===== config.mk =====
export PLATFORM = sky130hd
export DESIGN_NAME = st7789_spi_monitor
export DESIGN_NICKNAME = d
export VERILOG_FILES = /design/src/rtl/st7789_spi_monitor.sv
export SDC_FILE = /design/constraint.sdc
export NUM_CORES = 1
export LEC_CHECK = 0
export BUFFER_PORTS_ARGS = -buffer_cell sky130_fd_sc_hd__clkbuf_2
export CAP_MARGIN = 20
export CORE_UTILIZATION = 53
export CTS_BUF_LIST = sky130_fd_sc_hd__clkbuf_4 sky130_fd_sc_hd__clkbuf_8
export DETAILED_ROUTE_END_ITERATION = 8
export GPL_TIMING_DRIVEN = 0
export HOLD_SLACK_MARGIN = 0.12
export PLACE_DENSITY = 0.76
export SYNTH_ARGS = -nofsm -noshare
export SYNTH_HDL_FRONTEND = slang
export SYNTH_SLANG_ARGS = --single-unit

===== constraint.sdc =====
create_clock -name clk -period 2.1 [get_ports clk]
set_clock_uncertainty 0.2 [all_clocks]
set_input_delay 0.315 -clock clk [delete_from_list [all_inputs] [get_ports clk]]
set_output_delay 0.315 -clock clk [all_outputs]
set_load 0.03 [all_outputs]

===== src/rtl/st7789_spi_monitor.sv =====
// Passive ST7789 SPI bus monitor: decodes mode-0 serial bytes and emits them as an
// AXI-Stream, grouping consecutive same-DC bytes into packets closed by DC change or idle.
module st7789_spi_monitor #(
   parameter int IDLE_LIMIT  = 64,
   parameter int SYNC_STAGES = 2
) (
   input  logic        clk,
   input  logic        reset,
   input  logic        lcd_sck,
   input  logic        lcd_sda,
   input  logic        lcd_dc,
   input  logic        lcd_rst,
   output logic [7:0]  m_axis_tdata,
   output logic        m_axis_tkeep,
   output logic        m_axis_tuser,
   output logic        m_axis_tvalid,
   output logic        m_axis_tlast,
   input  logic        m_axis_tready,
   output logic        overflow,
   output logic [31:0] byte_count
);

   localparam int IDLE_W = $clog2(IDLE_LIMIT + 1);

   typedef enum logic [1:0] {S_WAIT, S_HOLD, S_FLUSH} state_t;

   state_t state, next_state;

   logic [SYNC_STAGES-1:0] sck_sync, sda_sync, dc_sync, rst_sync;
   logic sck_s, sda_s, dc_s, rst_s, sck_prev, sck_rise, byte_done, out_free;
   logic [7:0] shift_reg, new_byte, hold_data;
   logic [2:0] bit_cnt;
   logic hold_dc;
   logic [IDLE_W-1:0] idle_cnt, idle_next;
   logic capture, load, load_last, ovf_set;

   // The synchronizers reset to zero, so the panel reset reads as asserted until
   // the real pin level has propagated; that only keeps the bit counter parked.
   always_ff @(posedge clk) begin
      if (reset) begin
         sck_sync <= '0;
         sda_sync <= '0;
         dc_sync  <= '0;
         rst_sync <= '0;
         sck_prev <= 1'b0;
      end else begin
         sck_sync <= {sck_sync[SYNC_STAGES-2:0], lcd_sck};
         sda_sync <= {sda_sync[SYNC_STAGES-2:0], lcd_sda};
         dc_sync  <= {dc_sync[SYNC_STAGES-2:0], lcd_dc};
         rst_sync <= {rst_sync[SYNC_STAGES-2:0], lcd_rst};
         sck_prev <= sck_s;
      end
   end

   assign sck_s     = sck_sync[SYNC_STAGES-1];
   assign sda_s     = sda_sync[SYNC_STAGES-1];
   assign dc_s      = dc_sync[SYNC_STAGES-1];
   assign rst_s     = rst_sync[SYNC_STAGES-1];
   assign sck_rise  = sck_s & ~sck_prev;
   assign new_byte  = {shift_reg[6:0], sda_s};
   assign byte_done = sck_rise & rst_s & (bit_cnt == 3'd7);
   assign out_free  = ~m_axis_tvalid | m_axis_tready;

   always_ff @(posedge clk) begin
      if (reset || !rst_s) begin
         shift_reg <= '0;
         bit_cnt   <= '0;
      end else if (sck_rise) begin
         shift_reg <= new_byte;
         bit_cnt   <= bit_cnt + 3'd1;
      end
   end

   always_comb begin
      next_state = state;
      idle_next  = idle_cnt;
      capture    = 1'b0;
      load       = 1'b0;
      load_last  = 1'b0;
      ovf_set    = 1'b0;
      case (state)
         S_WAIT: begin
            idle_next = '0;
            if (byte_done) begin
               capture    = 1'b1;
               next_state = S_HOLD;
            end
         end
         S_HOLD: begin
            if (byte_done) begin
               idle_next = '0;
               if (out_free) begin
                  load      = 1'b1;
                  load_last = (dc_s != hold_dc);
                  capture   = 1'b1;
               end else begin
                  ovf_set = 1'b1;
               end
            end else if (!rst_s) begin
               idle_next  = '0;
               next_state = S_FLUSH;
            end else if (sck_rise) begin
               idle_next = '0;
            end else if (idle_cnt == IDLE_W'(IDLE_LIMIT - 1)) begin
               idle_next  = '0;
               next_state = S_FLUSH;
            end else begin
               idle_next = idle_cnt + 1'b1;
            end
         end
         S_FLUSH: begin
            idle_next = '0;
            if (out_free) begin
               load       = 1'b1;
               load_last  = 1'b1;
               next_state = S_WAIT;
               // A byte finishing as the flush leaves opens the next packet.
               if (byte_done) begin
                  capture    = 1'b1;
                  next_state = S_HOLD;
               end
            end else if (byte_done) begin
               ovf_set = 1'b1;
            end
         end
         default: next_state = S_WAIT;
      endcase
   end

   // Output loads always take the previously held byte, so capture and load may coincide.
   always_ff @(posedge clk) begin
      if (reset) begin
         state         <= S_WAIT;
         idle_cnt      <= '0;
         hold_data     <= '0;
         hold_dc       <= 1'b0;
         m_axis_tdata  <= '0;
         m_axis_tuser  <= 1'b0;
         m_axis_tlast  <= 1'b0;
         m_axis_tvalid <= 1'b0;
         overflow      <= 1'b0;
         byte_count    <= '0;
      end else begin
         state    <= next_state;
         idle_cnt <= idle_next;
         if (capture) begin
            hold_data  <= new_byte;
            hold_dc    <= dc_s;
            byte_count <= byte_count + 32'd1;
         end
         if (ovf_set) overflow <= 1'b1;
         if (load) begin
            m_axis_tdata  <= hold_data;
            m_axis_tuser  <= hold_dc;
            m_axis_tlast  <= load_last;
            m_axis_tvalid <= 1'b1;
         end else if (m_axis_tready) begin
            m_axis_tvalid <= 1'b0;
         end
      end
   end

   assign m_axis_tkeep = m_axis_tvalid;

endmodule


==> summary.md <==
| Metric | Value |
|---|---|
| Layout cells sized above 1 | `28.5%` |
| Largest reg by FF count | `byte_count` |
| Final Hold Fails | `0` |
| Sequential element share of the synthesized area | `between 40% and 50%` |
| Synthesized flop and latch total | `between 80 and 90` |
| Synth Area in Simple Gates | `between 20 and 30%` |
| RSZ-0062 raised after global routing | `yes` |
| Max VDD drop | `approximately 0.41 mV` |
| Post-synth EDFFs | `0` |
| Worst Path Required | `around 2.2 ns` |
| Largest cells by area after synthesis | `dfxtp_1 (46%), nand2_1 (6.3%), a21oi_1 (6.1%), nor2_1 (4.6%), ha_1 (3.2%)` |
| Max stage delay on crit path | `0.57 ns` |
| H-tree levels | `3` |
| Fin crit share | `between 90% and 100%` |
| Slew HR | `57.1%` |
| Nets | `between 400 and 500` |
| Number of remaining DRC errors | `0` |
| CP bufs+invs | `1` |
| CTS buffer count | `9` |
| Setup TNS Final | `0 ns` |
| Share of the synthesized area in the top cell type | `around 46%` |
| Worst EP arrival | `roughly 2.2 ns` |
| First-pass GRT wire length | `about 13,000 µm` |
| ANT nets after route | `0` |
| Pwr/cell area | `approximately 600 mW/mm²` |
| Number of global-route vias before repair | `approximately 2,800` |
| CP Launch Type | `flop` |
| Worst-path maximum fanout | `6` |
| Critical path's top delay family | `simple AND/OR/NAND/NOR gates` |
| Mux share of post-synthesis cell area | `3.16%` |
| HP Class | `input port to flop` |
| Fillers | `about 510` |
| Syn avg cell area | `between 8 and 9 µm²` |
| Routability cong. | `~0.80` |
| Die ar. | `~0.007 mm²` |
| Largest regs | `byte_count: 32 flops, hold_data: 8 flops, m_axis_tdata: 8 flops` |
| Largest net degree at the start of global routing | `16` |
| DR WL/cell | `14.2 µm` |
| Slew Limit Fails | `0` |
| Starting Density | `between 50% and 60%` |
| Die Wd | `about 84 µm` |
| Top Ports | `between 50 and 60` |
| Detailed Route Iter0 Violations | `142` |
| Clock latency on the worst-skew pair | `between 0.3 and 0.4 ns` |
| Core area | `between 0.006 and 0.007 mm²` |
| Vias/cell | `between 5 and 6` |
| Port-buffer cells | `50` |
| Max FFs per register | `32` |
| Post-synth top cells | `dfxtp_1 (81), nand2_1 (59), a21oi_1 (43), nor2_1 (43), o21ai_0 (13)` |
| Cell Area, Synth | `roughly 0.0035 mm²` |
| Synthesized Nets | `roughly 420` |
| Clock buffer depth | `2` |
| Area growth syn-to-layout | `24.2%` |
| Synth Area in Compound Gates | `a little over a tenth` |
| CTS root buf | `clkbuf_8` |
| Post-DP HPWL | `5190 µm` |
| Top_reg_cell synth | `dfxtp_1` |
| Worst Setup End Kind | `flop` |
| XOR/XNOR share of the synthesized area | `under 10%` |
| Worst-path clk slew | `about 0.08 ns` |
| DRT Pass-1 Iters | `5` |
| Critical path type | `flop to flop` |
| Antenna cell count | `0` |
| Std-Cell Rows | `29` |
| Main combinational cell family by area after synthesis | `simple AND/OR/NAND/NOR gates` |
| Worst slew pin tran | `0.644 ns` |
| YS warnings | `0` |
| Total global routing overflow | `0` |
| CTS tree | `built` |
| Area leader, netlist | `dfxtp_1` |
| Cells along the critical path | `buf_4 > ha_1 > nor2_4 > nand4_4 > or4_4 > a21oi_2` |
| Top-count cell post-synth | `dfxtp_1` |
| Syn Inst Count | `408` |
| Final Util | `68.6%` |
| Area share of fa/ha/maj cells after synthesis | `about 3.2%` |
| Cell variety after synth | `47` |
| Clock sink count | `between 80 and 90` |
| Max Clk Rate | `481 MHz` |
| Async S/R FF share, synth | `0%` |
| CP max stage cell | `or4_4` |
| Post-Route WL | `approximately 8000 µm` |
| Die height | `83.6 µm` |
| Setup violations, final | `0` |
| DR vias | `between 3,000 and 4,000` |
| Initial antenna violation count | `0` |
| Outcome | `finished, final reports clean` |
| Min Clock Period, post-route | `roughly 2.1 ns` |
| Max capacitance violation total | `0` |
| Total track usage | `a little under a quarter` |
| Leakage | `around 1.6 nW` |
final timing paths:
| kind | depth (start not counted) | slack [ns] | endpoint | start |
|---|---|---|---|---|
| setup reg to reg | 6 | 0.02 | byte_count[25] | state[0] |
| hold reg to reg | 1 | 0.24 | sda_sync[1] | sda_sync[0] |
| setup / recovery | 6 | 0.02 | byte_count[25] | state[0] |
| hold / removal | 3 | 0.18 | m_axis_tkeep | m_axis_tready |
cell families (layout without fill, tap and decap cells):
kind of cell	Yosys count	count (layout)
flops	81	81
mux	11	11
fa+ha+maj	9	9
xor+xnor	19	19
buf+inv	31	111
compound gates	69	69
simple gates	188	188
tightest hold or removal path: cells and delay by family:
family                 cells  cell delay [ns]
buffers and inverters      1             0.07
and+or+nand+nor            1             0.22
AOI/OAI and AO/OA          1             0.09
where the power goes:
part | internal, mW | switching, mW
clock | 0.436 | 0.599
combinational | 0.0203 | 0.0376
sequential | 1.54 | 0.00471
layer usage:
layer	vias to the layer above	track usage (%)	wire, µm
li1	1556	-	-
met1	1500	29.4	3560
met2	67	38.0	4000
met3	17	5.93	311
met4	0	8.32	173
met5	-	0	0
repair_timing:
action	CTS	global route
hold buffers	4	0
resized for setup	18	36
buffers inserted	9	2
setup endpoints to repair	41	46
pin swaps	6	14
endpoints found under the hold margin	4	0
cell usage in the layout (no fill, tap or decap), types with 4 or more instances in the layout:
master | netlist | layout
nand3_1 | 12 | 12
buf_4 | 2 | 12
xor2_1 | 8 | 8
nor2_1 | 43 | 41
mux2i_1 | 10 | 10
nor2b_1 | 11 | 11
ha_4 | 0 | 4
a21oi_2 | 0 | 6
nand4_1 | 9 | 9
xnor2_1 | 11 | 11
ha_1 | 9 | 4
nand2_1 | 59 | 59
buf_6 | 0 | 5
clkbuf_8 | 0 | 9
inv_1 | 10 | 10
o21ai_0 | 13 | 13
nor3_1 | 6 | 6
dfxtp_1 | 81 | 66
or3_1 | 11 | 9
dlygate4sd3_1 | 0 | 4
dfxtp_2 | 0 | 14
clkbuf_2 | 0 | 50
clkbuf_1 | 11 | 10
a21oi_1 | 43 | 37
stage by stage:
step / hold slack (ns) / setup WS, ns / power, mW / instance area [µm²] / instances
6_report: 0.179 / 0.0198 / 2.64 / 4380 / 565
5_1_grt: 0.190 / -0.0318 / 2.72 / 4380 / 565
3_3_place_gp: 0.221 / -0.162 / 1.63 / 3870 / 535
4_1_cts: 0.150 / 0.00636 / 2.66 / 4230 / 563
3_5_place_dp: 0.227 / -0.230 / 1.63 / 3870 / 535
2_1_floorplan: 0.214 / 0.0274 / 1.61 / 3530 / 408
final cells by class:
cell class / instances / area (µm²) / share of cell area [%]
buffer: 20 / 113 / 2.57
clock buffer: 9 / 124 / 2.83
clock inverter: 7 / 53.8 / 1.23
inverter: 10 / 37.5 / 0.857
multi-input combinational: 296 / 1930 / 44.1
sequential: 81 / 1640 / 37.5
tap: 77 / 96.3 / 2.20
timing repair buffer: 65 / 380 / 8.69
Note: power is estimated with default switching activity, not from simulation.
